<file path="src/rtl/dac_update_sequencer.sv">
// Multi-channel DAC update engine: snapshots all channel samples on a rate tick,
// shifts one SPI mode-0 frame per channel, then pulses LDAC low to update them together.
module dac_update_sequencer #(
  parameter int unsigned CHANNELS    = 2,
  parameter int unsigned DATA_WIDTH  = 12,
  parameter int unsigned ADDR_WIDTH  = 2,
  parameter int unsigned SCLK_HALF   = 2,
  parameter int unsigned LDAC_CYCLES = 2
) (
  input  logic                           i_clk,
  input  logic                           i_arst_n,
  input  logic                           i_enable,
  input  logic [15:0]                    i_rate_div,
  input  logic [CHANNELS*DATA_WIDTH-1:0] i_data,
  output logic                           o_sample_req,
  output logic                           o_busy,
  output logic                           o_overrun,
  output logic                           o_dac_cs_n,
  output logic                           o_dac_sclk,
  output logic                           o_dac_sdo,
  output logic                           o_dac_ldac_n
);

  localparam int unsigned FW      = ADDR_WIDTH + DATA_WIDTH;
  localparam int unsigned CH_W    = (CHANNELS > 1) ? $clog2(CHANNELS) : 1;
  localparam int unsigned PH_W    = $clog2(2 * FW + 1);
  localparam int unsigned CNT_MAX = (SCLK_HALF > LDAC_CYCLES) ? SCLK_HALF : LDAC_CYCLES;
  localparam int unsigned CNT_W   = $clog2(CNT_MAX + 1);
  localparam int unsigned SD_W    = CHANNELS * DATA_WIDTH;

  typedef enum logic [1:0] {
    IDLE  = 2'd0,
    FRAME = 2'd1,
    GAP   = 2'd2,
    LDAC  = 2'd3
  } state_t;

  state_t            state, state_d;
  logic [CH_W-1:0]   ch, ch_d;
  logic [PH_W-1:0]   phase, phase_d;
  logic [CNT_W-1:0]  cnt, cnt_d;
  logic [15:0]       rate_cnt;
  logic [SD_W-1:0]   snap;
  logic              wrap_c;
  logic [FW-1:0]     word_c;
  logic [FW-1:0]     word_sh_c;
  logic [PH_W-1:0]   bidx_c;
  logic              sclk_d, sdo_d;

  // Update-rate counter; wrap_c marks the cycle before the counter returns to 0 (tick cycle)
  assign wrap_c = i_enable && (i_rate_div != 16'd0) && (rate_cnt >= (i_rate_div - 16'd1));

  always_ff @(posedge i_clk or negedge i_arst_n) begin
    if (!i_arst_n) begin
      rate_cnt <= 16'd0;
    end else if (!i_enable || (i_rate_div == 16'd0) || wrap_c) begin
      rate_cnt <= 16'd0;
    end else begin
      rate_cnt <= rate_cnt + 16'd1;
    end
  end

  always_ff @(posedge i_clk or negedge i_arst_n) begin
    if (!i_arst_n) begin
      state <= IDLE;
      ch    <= '0;
      phase <= '0;
      cnt   <= '0;
      snap  <= '0;
    end else begin
      state <= state_d;
      ch    <= ch_d;
      phase <= phase_d;
      cnt   <= cnt_d;
      if ((state == IDLE) && o_sample_req) begin
        snap <= i_data;
      end
    end
  end

  always_comb begin
    state_d   = state;
    ch_d      = ch;
    phase_d   = phase;
    cnt_d     = cnt;
    sclk_d    = 1'b0;
    sdo_d     = 1'b0;
    word_c    = '0;
    word_sh_c = '0;
    bidx_c    = '0;

    unique case (state)
      IDLE: begin
        if (o_sample_req) begin
          state_d = FRAME;
          ch_d    = '0;
          phase_d = '0;
          cnt_d   = '0;
        end
      end
      FRAME: begin
        if (cnt == CNT_W'(SCLK_HALF - 1)) begin
          cnt_d = '0;
          if (phase == PH_W'(2 * FW)) begin
            state_d = GAP;
          end else begin
            phase_d = phase + PH_W'(1);
          end
        end else begin
          cnt_d = cnt + CNT_W'(1);
        end
      end
      GAP: begin
        if (cnt == CNT_W'(SCLK_HALF - 1)) begin
          cnt_d = '0;
          if (ch == CH_W'(CHANNELS - 1)) begin
            state_d = LDAC;
          end else begin
            state_d = FRAME;
            ch_d    = ch + CH_W'(1);
            phase_d = '0;
          end
        end else begin
          cnt_d = cnt + CNT_W'(1);
        end
      end
      LDAC: begin
        if (cnt == CNT_W'(LDAC_CYCLES - 1)) begin
          state_d = IDLE;
          cnt_d   = '0;
        end else begin
          cnt_d = cnt + CNT_W'(1);
        end
      end
      default: state_d = IDLE;
    endcase

    // SCLK is high on odd half-periods; data bit index advances on each falling edge, holding the last bit
    if (state_d == FRAME) begin
      word_c = FW'(snap[ch_d*DATA_WIDTH +: DATA_WIDTH]) | (FW'(ch_d) << DATA_WIDTH);
      bidx_c = phase_d >> 1;
      if (bidx_c > PH_W'(FW - 1)) begin
        bidx_c = PH_W'(FW - 1);
      end
      word_sh_c = word_c << bidx_c;
      sdo_d     = word_sh_c[FW-1];
      sclk_d    = phase_d[0];
    end
  end

  // Registered pin and status outputs, all derived from the next-cycle state
  always_ff @(posedge i_clk or negedge i_arst_n) begin
    if (!i_arst_n) begin
      o_sample_req <= 1'b0;
      o_overrun    <= 1'b0;
      o_busy       <= 1'b0;
      o_dac_cs_n   <= 1'b1;
      o_dac_sclk   <= 1'b0;
      o_dac_sdo    <= 1'b0;
      o_dac_ldac_n <= 1'b1;
    end else begin
      o_sample_req <= wrap_c && (state_d == IDLE);
      o_overrun    <= wrap_c && (state_d != IDLE);
      o_busy       <= (state_d != IDLE);
      o_dac_cs_n   <= (state_d != FRAME);
      o_dac_sclk   <= sclk_d;
      o_dac_sdo    <= sdo_d;
      o_dac_ldac_n <= (state_d != LDAC);
    end
  end

endmodule

</file>
<file path="config.mk">
export PLATFORM = sky130hd
export DESIGN_NAME = dac_update_sequencer
export DESIGN_NICKNAME = d
export VERILOG_FILES = /design/src/rtl/dac_update_sequencer.sv
export SDC_FILE = /design/constraint.sdc
export NUM_CORES = 1
export LEC_CHECK = 0
export ABC_CLOCK_PERIOD_IN_PS = 5200
export CELL_PAD_IN_SITES_DETAIL_PLACEMENT = 2
export CELL_PAD_IN_SITES_GLOBAL_PLACEMENT = 2
export CORE_MARGIN = 4
export CORE_UTILIZATION = 38
export DETAILED_ROUTE_END_ITERATION = 16
export PLACE_DENSITY = 0.9
export SKIP_CTS_REPAIR_TIMING = 1
export SLEW_MARGIN = 0
export SYNTH_ARGS = -nofsm -noshare
export SYNTH_HDL_FRONTEND = slang
export SYNTH_SLANG_ARGS = --single-unit
</file>
<file path="constraint.sdc">
create_clock -name i_clk -period 5.2 [get_ports i_clk]
set_input_delay 1.04 -clock i_clk [delete_from_list [all_inputs] [get_ports i_clk]]
set_output_delay 1.04 -clock i_clk [all_outputs]
set_load 0.005 [all_outputs]
</file>
Word-level counts from Yosys, hierarchy flattened --
Cells that the tools add are included.
Word-level totals: register bits after elaboration 57, bits in latches 0, memory bits (writable) 0, bits in read-only memories 0, input port bits 43, output and inout port bits 7, logic and storage cells 72, memories kept 0
Cells by class: add/subtract/negate cells 5, $mul 1, divide/modulo/power cells 0, $lt $le $gt $ge 2, eq/ne operators 9, shift operators 2, muxes and demuxes 25, bitwise operators 1, reduce and logical (&&, ||, !) cells 14
Operator list (count):
- 5-bit 2-to-1 mux | 6
- 24-bit by 6-bit indexed part select with 12-bit output | 1
- 16-bit by 1-bit adder with 16-bit output (second input constant) | 1
- 16-bit >= comparator | 1
- 16-bit zero test | 1
- 16-bit 2-to-1 mux | 1
- 2-bit 2-to-1 mux | 8
- 16-bit nonzero test | 1
- 16-bit by 1-bit subtractor with 16-bit output (second input constant) | 1
- 5-bit case mux with 3 select lines | 1
- 13-bit by 5-bit left shift with 14-bit output | 1
- 12-bit by 13-bit OR with 13-bit output | 1
- 2-bit case mux with 4 select lines | 1
- 2-bit by 1-bit equality test with 1-bit output (second input constant) | 3
- 5-bit by 1-bit adder with 5-bit output (second input constant) | 1
- 5-bit equality test (second input constant) | 1
- 1-bit logical AND | 5
- 1-bit 2-to-1 mux | 5
- 2-bit equality test (second input constant) | 2
- 4-bit greater-than comparator (second input constant) | 1
- 2-bit zero test | 2
- 4-bit 2-to-1 mux | 1
- 2-bit != test (second input constant) | 2
- 2-bit case mux with 2 select lines | 1
- 9 further kinds | 10

Depth between registers and ports, before layout --
depth after elaboration 9, mapped depth 17

Worst setup path before layout --
Ideal clock, no wire load.
path kind input -> register, from input i_rate_div[0], to register rate_cnt[10], library setup time 132 ps, arrival time 3664 ps, required time 5068 ps, setup slack 1404 ps, stages on the path 16, buffers on the path 1, cell sequence inv_1 > ha_1 > nand2_1 > nor3_1 > nand2b_1 > nor4_1 > xnor2_1 > ha_1 > nor2b_1 > o21ai_0 > nand2b_1 > or4_1 > a21oi_1 > o31ai_1 > clkbuf_1 > nor2_1
On the way: cells in the longest elaborated chain, start to end 5, elaborated cells on any way between the ends 9
RTL lines:
- from (decl) | RTL line 13 | input logic [15:0] i_rate_div,
- 16-bit by 1-bit subtractor with 16-bit output or 16-bit nonzero test (tied branches) | RTL line 51 | assign wrap_c = i_enable && (i_rate_div != 16'd0) && (rate_cnt >= (i_rate_div - 16'd1));
- 16-bit >= comparator or 1-bit logical AND (tied branches) | RTL line 51
- 1-bit logical AND | RTL line 51
- 1-bit logical OR * | RTL line 56 | end else if (!i_enable || (i_rate_div == 16'd0) || wrap_c) begin
- 16-bit 2-to-1 mux * | RTL line 56
- to (signal assigned) | RTL line 59 | rate_cnt <= rate_cnt + 16'd1;
- to (decl) | RTL line 42 | logic [15:0] rate_cnt;
Mark *: on every way between the ends. The rest lies on a longest branch, timed or not. A chain may end at the register's enable or synchronous reset.

Worst setup path after layout --
from input i_rate_div[0], to register rate_cnt[0]
The elaborated chain is that of the path after synthesis.

==> flow_summary.toml <==
[grt]
grt_antenna_before_repair = 0
grt_overflow = 0
grt_pass1_wl_um = 17100
track_usage_pct = 21.6
grt_pass1_vias = 3111
grt_max_degree = 58

[die]
die_h_um = 103
die_w_um = 103
core_area_mm2 = 0.00872
io_pins = 50
start_util_pct = 39.0
die_area_mm2 = 0.0105
num_rows = 34

[drt]
wl_met3_um = 298
firstDrtPassIters = 5
vias_per_cell = 5.58
wl_um = 10500
final_antenna_net_count = 0
drc = 0
initialDrtViolationCount = 125
topRoutingLayerUsed = "met4"
wl_met1_um = 4280
met2WireLength_um = 5780
vias = 2722
wl_per_cell_um = 21.6

[clocking]
h-tree-depth = 3
clockBufferDepth = 2
ctsRootBufferMaster = "clkbuf_8"
clk_pin_slew_worst_paths_ps = 70
clock_sinks = 57
cts_buffers = 9
cts_tree = "done"
insertion_delay_ps = 350

[setup_path]
cp-end-kind = "flop"
path_class = "input port to flop"
cp.required_ps = 5460
crit_fanout = 18
critPathLaunchType = "input port"
critPathArrivalTime_ps = 4620

[finish]
finish.utilization_pct = 48.2
nets = 438
n_antenna_cell = 0
drive_above_1_share_pct = 15.8
syn2layout_area_growth_pct = 23.7

[timing]
min_period_ps = 4370
slew_headroom_pct = 23.4
hold_viol_final = 0
skew_ps = 13.4
hold_slack_ps = 506
final-max-slew-violation-count = 0
fmax_mhz = 229
fin_setup_tns_ps = 0
rsz0062_at_grt = "false"
worst_slew_pin_slew_ps = 1150
setup_viol = 0
min_period_over_period_pct = 84.0

[logic_synthesis]
synth_edf_count = 0
synth_nets = 385
syn_area_per_cell_um2 = 10.6
yosysUniqueCellTypes = 59
synthFlopType = "dfrtp_1"
ys_ff_latch = 57
yosys-top-cells-area = "dfrtp_1 (41%), mux2_2 (8.3%), ha_1 (7.4%), xnor2_1 (5.2%), mux2i_1 (3.8%)"
yosys_warnings = 0
async_reset_ff_share_pct = 100
ys_seq_area_share_pct = 42.0
syn_inst = 322
synthesis.area_mm2 = 0.00340
yosysTopAreaCellShare_pct = 40.5
yosysTopAreaCell = "dfrtp_1"

[power]
vdd_drop_max_v = 0.000220
p_leak_nw = 1.86
p_per_area_mw_per_mm2 = 382

[placement]
hpwl_um = 6940
numPortBuffers = 49
finalWeightedCongestion = 0.802

[worst_hold_path]
hp-class = "flop to flop"

[run_status]
outcome = "complete, no violations"

[run]
cap_violations = 0
cells by family (layout without fill, tap and decap cells):
logic type      Yosys count  in the layout  share of synthesized area, %
buf+inv                  16             74                          2.25
fa+ha+maj                20             20                          7.36
flops                    57             57                          42.0
compound gates           44             44                          11.2
simple gates            119            119                          17.8
xor+xnor                 28             28                          7.22
mux                      38             38                          12.1
per-layer routing:
layer,track usage [%],vias up
met2,39.7,43
met3,4.47,15
met4,6.46,0
met1,25.1,1419
li1,-,1245
met5,0,-
cells in the mapped netlist (6+ instances only):
library cell  number
mux2i_1           13
nor2_1            30
mux2_2            25
nand2b_1           7
a21o_1             6
xnor2_1           20
and3_1             6
xor2_1             8
ha_1              20
dfrtp_1           55
a21oi_1            6
nor2b_1            8
nand2_1           32
nand3_1           11
inv_1              7
final timing paths:
check                                    startpoint                    end  slack, ps  cells past startpoint
worst max-delay path                  i_rate_div[0]  rate_cnt[0]$_DFF_PN0_        830                     17
worst min-delay path            snap[6]$_DFFE_PN0P_    snap[6]$_DFFE_PN0P_        510                      1
worst max register to register   state[1]$_DFF_PN0_    o_dac_sdo$_DFF_PN0_       1590                      8
worst min register to register  snap[6]$_DFFE_PN0P_    snap[6]$_DFFE_PN0P_        510                      1
max in group asynchronous                  i_arst_n    snap[8]$_DFFE_PN0P_       3840                      2
min in group asynchronous                  i_arst_n    snap[9]$_DFFE_PN0P_        860                      2
registers in the layout (all words and copies together), names as in the netlist, 2 cells and up:
| register | count |
|---|---|
| state | 2 |
| cnt | 2 |
| phase | 5 |
| snap | 24 |
| rate_cnt | 16 |
where the power goes:
part           switching, mW  internal, mW  leakage (nW)
Combinational          0.333         0.263          1.05
Sequential            0.0578         0.502         0.706
Clock                  0.192         0.260         0.105
Total                  0.583          1.02          1.86
layout make-up:
cell class	count	area, µm²
clock inverters	4	50.0
well taps	108	135
multi-input cells	249	1900
clock buffers	12	165
flip-flops and latches	57	1430
fillers	885	4520
inverters	7	26.3
repair buffers	51	500
cells in the final DEF (no fill, tap or decap), drive strengths merged, types with 2 or more instances in the layout:
master / count
or4: 2
nand4: 2
clkbuf: 12
a21o: 6
a21oi: 9
xnor2: 20
nor4: 4
clkdlybuf4s50: 48
nand3: 11
buf: 3
and2: 2
xor2: 8
nor3: 5
and3: 6
a211oi: 4
nand2: 32
mux2i: 13
nor3b: 2
mux2: 25
a211o: 2
nor2b: 8
clkinvlp: 2
dfstp: 2
dfrtp: 55
a21boi: 2
a41o: 2
o21ai: 8
a41oi: 2
inv: 7
nor2: 30
ha: 20
nand2b: 7
critical path, cell delays in order:
cell	delay (ps)
clkdlybuf4s50_1	430
inv_1	110
ha_1	200
nand2_1	90
nor3_1	280
nand2b_1	150
nor4_1	250
xnor2_1	190
ha_1	290
nor2b_1	140
o21ai_0	180
nand2b_1	100
or4_1	440
a21oi_1	190
o31ai_2	90
buf_4	210
nor3b_1	230
per-stage QoR:
stage / total power, mW / setup WS (ps) / area (µm²) / instances
5_1_grt: 1.70 / 491 / 4200 / 488
4_1_cts: 1.62 / 783 / 4200 / 488
3_5_place_dp: 1.14 / 551 / 3990 / 472
2_1_floorplan: 0.942 / 1400 / 3400 / 322
6_report: 1.61 / 834 / 4200 / 488
3_3_place_gp: 1.10 / 879 / 3990 / 472
(Power assumes the default switching activity.)
